==> src/rtl/alu_pkg.sv <==
// Shared constants and types for the ALU issue controller.
package alu_pkg;

  localparam int unsigned OP_W   = 4;
  localparam int unsigned DATA_W = 8;
  localparam int unsigned RES_W  = 16;
  localparam int unsigned SEL_W  = 2;
  localparam int unsigned CNT_W  = 4;

  localparam logic [OP_W-1:0] OP_DIV = 4'b0001;
  localparam logic [OP_W-1:0] OP_ADD = 4'b0010;
  localparam logic [OP_W-1:0] OP_SUB = 4'b0011;
  localparam logic [OP_W-1:0] OP_MUL = 4'b0100;

  localparam logic [SEL_W-1:0] SEL_DIV = 2'b00;
  localparam logic [SEL_W-1:0] SEL_ADD = 2'b01;
  localparam logic [SEL_W-1:0] SEL_SUB = 2'b10;
  localparam logic [SEL_W-1:0] SEL_MUL = 2'b11;

  typedef enum logic [1:0] {
    IDLE    = 2'd0,
    DRIVE   = 2'd1,
    CAPTURE = 2'd2,
    RESP    = 2'd3
  } state_t;

endpackage

==> src/rtl/alu_op_decode.sv <==
// Combinational opcode decoder: legality, arithmetic select and op flags.
module alu_op_decode
  import alu_pkg::*;
(
  input  logic [OP_W-1:0]  opcode,
  output logic             legal_c,
  output logic [SEL_W-1:0] sel_c,
  output logic             is_sub_c,
  output logic             is_div_c
);

  always_comb begin
    legal_c  = 1'b0;
    sel_c    = SEL_DIV;
    is_sub_c = 1'b0;
    is_div_c = 1'b0;
    case (opcode)
      OP_DIV: begin
        legal_c  = 1'b1;
        sel_c    = SEL_DIV;
        is_div_c = 1'b1;
      end
      OP_ADD: begin
        legal_c = 1'b1;
        sel_c   = SEL_ADD;
      end
      OP_SUB: begin
        legal_c  = 1'b1;
        sel_c    = SEL_SUB;
        is_sub_c = 1'b1;
      end
      OP_MUL: begin
        legal_c = 1'b1;
        sel_c   = SEL_MUL;
      end
      default: ;
    endcase
  end

endmodule

==> src/rtl/alu_issue_ctrl.sv <==
// Issues one request at a time to an external arithmetic unit and returns its result.
// Optional ALU_DIVZERO_TRAP_EN: divide with b==0 responds with err instead of issuing.
module alu_issue_ctrl
  import alu_pkg::*;
#(
  parameter int unsigned SETTLE = 1
) (
  input  logic              clk,
  input  logic              rst,
  input  logic              in_valid,
  output logic              in_ready,
  input  logic [OP_W-1:0]   opcode,
  input  logic [DATA_W-1:0] a,
  input  logic [DATA_W-1:0] b,
  output logic              out_valid,
  input  logic              out_ready,
  output logic [RES_W-1:0]  result,
  output logic              sign,
  output logic              err,
  output logic [DATA_W-1:0] arith_a,
  output logic [DATA_W-1:0] arith_b,
  output logic [SEL_W-1:0]  arith_sel,
  output logic              arith_enable_low,
  input  logic [RES_W-1:0]  arith_y
);

  state_t             state, state_nxt;
  logic [CNT_W-1:0]   cnt, cnt_nxt;
  logic               is_sub, is_sub_nxt;
  logic               in_ready_nxt, out_valid_nxt, sign_nxt, err_nxt, enable_low_nxt;
  logic [RES_W-1:0]   result_nxt;
  logic [DATA_W-1:0]  arith_a_nxt, arith_b_nxt;
  logic [SEL_W-1:0]   arith_sel_nxt;

  logic               dec_legal_c, dec_is_sub_c, dec_is_div_c, trap_c;
  logic [SEL_W-1:0]   dec_sel_c;

  alu_op_decode u_decode (
    .opcode   (opcode),
    .legal_c  (dec_legal_c),
    .sel_c    (dec_sel_c),
    .is_sub_c (dec_is_sub_c),
    .is_div_c (dec_is_div_c)
  );

`ifdef ALU_DIVZERO_TRAP_EN
  assign trap_c = dec_is_div_c && (b == '0);
`else
  logic div_unused;
  assign div_unused = dec_is_div_c;
  assign trap_c     = 1'b0;
`endif

  // Next-state and next-output logic; every output is registered from here.
  always_comb begin
    state_nxt     = state;
    cnt_nxt       = cnt;
    is_sub_nxt    = is_sub;
    result_nxt    = result;
    sign_nxt      = sign;
    err_nxt       = err;
    arith_a_nxt   = arith_a;
    arith_b_nxt   = arith_b;
    arith_sel_nxt = arith_sel;
    case (state)
      IDLE: begin
        if (in_valid && in_ready) begin
          if (!dec_legal_c || trap_c) begin
            state_nxt  = RESP;
            err_nxt    = 1'b1;
            result_nxt = '0;
            sign_nxt   = 1'b0;
          end else begin
            state_nxt     = DRIVE;
            cnt_nxt       = '0;
            arith_a_nxt   = a;
            arith_b_nxt   = b;
            arith_sel_nxt = dec_sel_c;
            is_sub_nxt    = dec_is_sub_c;
          end
        end
      end
      DRIVE: begin
        if (cnt == CNT_W'(SETTLE - 1)) state_nxt = CAPTURE;
        else                           cnt_nxt   = cnt + CNT_W'(1);
      end
      CAPTURE: begin
        result_nxt = arith_y;
        sign_nxt   = is_sub && (arith_a < arith_b);
        err_nxt    = 1'b0;
        state_nxt  = RESP;
      end
      RESP: begin
        if (out_ready) state_nxt = IDLE;
      end
      default: state_nxt = IDLE;
    endcase
    in_ready_nxt   = (state_nxt == IDLE);
    out_valid_nxt  = (state_nxt == RESP);
    enable_low_nxt = !((state_nxt == DRIVE) || (state_nxt == CAPTURE));
  end

  always_ff @(posedge clk) begin
    if (rst) begin
      state            <= IDLE;
      cnt              <= '0;
      is_sub           <= 1'b0;
      in_ready         <= 1'b1;
      out_valid        <= 1'b0;
      result           <= '0;
      sign             <= 1'b0;
      err              <= 1'b0;
      arith_a          <= '0;
      arith_b          <= '0;
      arith_sel        <= SEL_DIV;
      arith_enable_low <= 1'b1;
    end else begin
      state            <= state_nxt;
      cnt              <= cnt_nxt;
      is_sub           <= is_sub_nxt;
      in_ready         <= in_ready_nxt;
      out_valid        <= out_valid_nxt;
      result           <= result_nxt;
      sign             <= sign_nxt;
      err              <= err_nxt;
      arith_a          <= arith_a_nxt;
      arith_b          <= arith_b_nxt;
      arith_sel        <= arith_sel_nxt;
      arith_enable_low <= enable_low_nxt;
    end
  end

endmodule

==> config.mk <==
export PLATFORM = sky130hd
export DESIGN_NAME = alu_issue_ctrl
export DESIGN_NICKNAME = d
export VERILOG_FILES = /design/src/rtl/alu_pkg.sv /design/src/rtl/alu_op_decode.sv /design/src/rtl/alu_issue_ctrl.sv
export SDC_FILE = /design/constraint.sdc
export NUM_CORES = 1
export LEC_CHECK = 0
export CELL_PAD_IN_SITES_DETAIL_PLACEMENT = 0
export CELL_PAD_IN_SITES_GLOBAL_PLACEMENT = 2
export CORE_MARGIN = 2
export CORE_UTILIZATION = 27
export DETAILED_ROUTE_END_ITERATION = 16
export PLACE_DENSITY = 0.93
export SLEW_MARGIN = 15
export SYNTH_ARGS = -nofsm -noshare
export SYNTH_HDL_FRONTEND = slang
export SYNTH_SLANG_ARGS = --single-unit
==> constraint.sdc <==
create_clock -name clk -period 3.14 [get_ports clk]
set_input_delay 0.471 -clock clk [delete_from_list [all_inputs] [get_ports clk]]
set_output_delay 0.471 -clock clk [all_outputs]
set_load 0.05 [all_outputs]
==> results.txt <==
Clock Power Share - 21.9%
CTS tree - built
Final Hold Vio Count - 0
Die X - 89.9 um
Global-route usage over all layers - 11.5%
Core ar. - 7210 sq um
Required time worst endpoint - 3330 ps
Sw frac - 38.5%
Post-Route WL - 4700 um
Worst-Skew Late Latency - 290 ps
Hold Path Sink - sign
Die area - 8090 sq um
Total iterations of the first detailed-routing run - 6
Finished Cell Area - 2950 sq um
Number of synthesized register bits - 46
First-pass GRT wire length - 7740 um
Delay of the slowest critical-path stage - 510 ps
Internal Power - 0.00122 W
Grt total ovfl - 0
TNS Setup - 0 ps
Pleak - 1.06 nW
Mux cell area share after synthesis - 9.04%
Min-Delay Path Depth - 1
Drt via density - 4.34
WP data arrival - 2220 ps
Comb power frac - 40.8%
XOR/XNOR share of the synthesized area - 1.76%
CP Capture Type - flip-flop
Synth warnings - 0
Area grow syn2layout - 47.8%
Adder-Cell Fraction of Synth Area - 6.91%
Syn Nets - 256
Simple-gate share of the synthesized area - 16.6%
Synth Area in Compound Gates - 12.9%
Post-DP HPWL - 3390 um
CP Launch Type - input pin
DR iter-0 viols - 72
Post-CTS Setup Bufs - 0
Rows - 31
Slowest cell on crit path - clkdlybuf4s50_1
RR Endpoint - out_valid
PwrDens - 672 nW/um^2
Hold Startpoint - sign
Num CTS Buffers - 5
Clock skew - 6.12 ps
Critical path class - input pin to flip-flop
Reg2reg path depth - 9
Slew @ Worst Pin - 842 ps
Tmin final - 2030 ps
Area after DPL - 2840 sq um
Status - completed
Max-cap viol count - 0
Post-synth EDFFs - 0
Synth Area per Inst - 9.72 sq um
Worst r2r src - cnt[0]
Tcrit/Tclk final - 64.6%
Fmax - 0.493 GHz
Sequential cell area fraction in the yosys report - 46.2%
Ports - 79
Die Y - 89.9 um
CTS Buffer Depth - 2
Flop pwr share - 37.2%
# H-tree levels - 2
Hold WC Path Type - flip-flop to flip-flop
WL/cell - 12.3 um
Port Buf Inserts - 78
Max VDD drop - 273 uV
Worst-path clk slew - 90 ps
Mapped cell area - 1990 sq um
Most common flop cell mapped by yosys - dfxtp_1
CTS resizes - 0
Initial antenna violation count - 0
Gp weighted congestion - 0.688
# diodes - 0
Main combinational cell family by area after synthesis - simple AND/OR/NAND/NOR gates
Post-synth ARST share - 0%
Sw Pwr - 0.000762 W
Final core occ - 40.8%
CTS root buf - clkbuf_8
Slack of the worst reg-to-reg path - 1180 ps
Clk sinks - 46
Share of cells above drive strength 1 - 8.10%
Cells after Synth - 205
Crit path cell chain - clkdlybuf4s50_1, or3_4, nand3b_2, a21boi_0, ha_1, or2_2
Starting Density - 27.6%
Fin. max-slew vios - 0
Fin nets - 334
Number of distinct library cells after synthesis - 39
Slew headroom - 43.7%
Largest net degree at the start of global routing - 33
Vias - 1664
ANT nets after route - 0
Setup-failing EPs final - 0
Drt drc - 0
Vias in the first global route - 1659
RSZ-0062 raised after global routing - false
WP buf/inv - 1
Crit-path leading delay family - simple AND/OR/NAND/NOR gates
Crit Path Max Fanout - 5
Hold-fix buffers at CTS - 0
==> cell type report <==
cell class	instances	area, sq um
clock buffers	5	68.8
flip-flops and latches	46	921
fillers	749	4270
repair buffers	82	806
inverters	12	45.0
clock inverters	3	40.0
well taps	99	124
multi-input cells	136	941
==> synthesized netlist by cell type, types with 4 or more instances <==
cell	count	area, sq um
a22oi_1	16	120
clkbuf_1	6	22.5
dfxtp_1	46	921
ha_1	11	138
inv_1	12	45.0
mux2i_1	18	180
nand2_1	4	15.0
nor2_1	40	150
nor3_1	5	25.0
o21ai_0	5	25.0
==> cell families after synthesis <==
logic type	after synthesis
DFF	46
AOI/OAI and AO/OA	35
muxes	18
xor gates and xnor gates	4
adders and majority gates	11
buffers and inverters	23
and+or+nand+nor	68
==> cells in the final DEF (no fill, tap or decap), types with 2 or more instances in the layout <==
cell type | Yosys | routed
clkdlybuf4s50_1 | 0 | 77
dfxtp_1 | 46 | 46
nor2_1 | 40 | 40
mux2i_1 | 18 | 18
a22oi_1 | 16 | 16
inv_1 | 12 | 12
ha_1 | 11 | 11
nor3_1 | 5 | 5
o21ai_0 | 5 | 5
clkbuf_8 | 0 | 5
nand2_1 | 4 | 4
buf_4 | 1 | 4
a21oi_1 | 3 | 3
xnor2_1 | 3 | 3
nand2b_1 | 3 | 3
nor2b_1 | 3 | 3
nand3_1 | 2 | 2
nor3_2 | 2 | 2
nand4_1 | 2 | 2
a211oi_1 | 2 | 2
clkinv_2 | 0 | 2
==> flip-flops by register name, summed over array words and instances (netlist names), 2 cells and up <==
signal	cells
arith_sel	2
cnt	4
arith_b	8
result	16
state	2
arith_a	8
==> metal layers <==
layer  global-route usage [%]  wire (um)
met5                        0          0
met2                     18.6       2090
met1                     15.0       2290
met3                     3.69        276
met4                     2.69         40
==> through the flow <==
stage               cells  hold WS, ps  total power [W]  setup slack, ps
CTS                   383          500          0.00201             1110
floorplan             205          446          0.00130             1350
detailed placement    375          477          0.00157              787
global placement      375          471          0.00156              816
global route          383          521          0.00210              959
finish                383          494          0.00198             1110
==> power groups by stage <==
stage          Clock (W)  Sequential, W  Combinational (W)
5_1_grt         0.000470       0.000752           0.000878
4_1_cts         0.000453       0.000738           0.000819
2_1_floorplan          0       0.000975           0.000326
6_report        0.000434       0.000737           0.000808
3_5_place_dp           0       0.000750           0.000816
3_3_place_gp           0       0.000750           0.000815
==> how the worst max path moves through the flow <==
| stage | startpoint | end | slack [ps] | cells after the start |
|---|---|---|---|---|
| final | opcode[1] | in_ready | 1110 | 6 |
| after detailed placement | opcode[1] | out_valid | 790 | 7 |
| after global routing | cnt[0] | out_valid | 960 | 9 |
| after floorplan | in_ready | arith_a[4] | 1350 | 7 |
| after global placement | opcode[1] | in_ready | 820 | 6 |
| after CTS | opcode[1] | out_valid | 1110 | 7 |
Power figures use the tool's default switching activity.
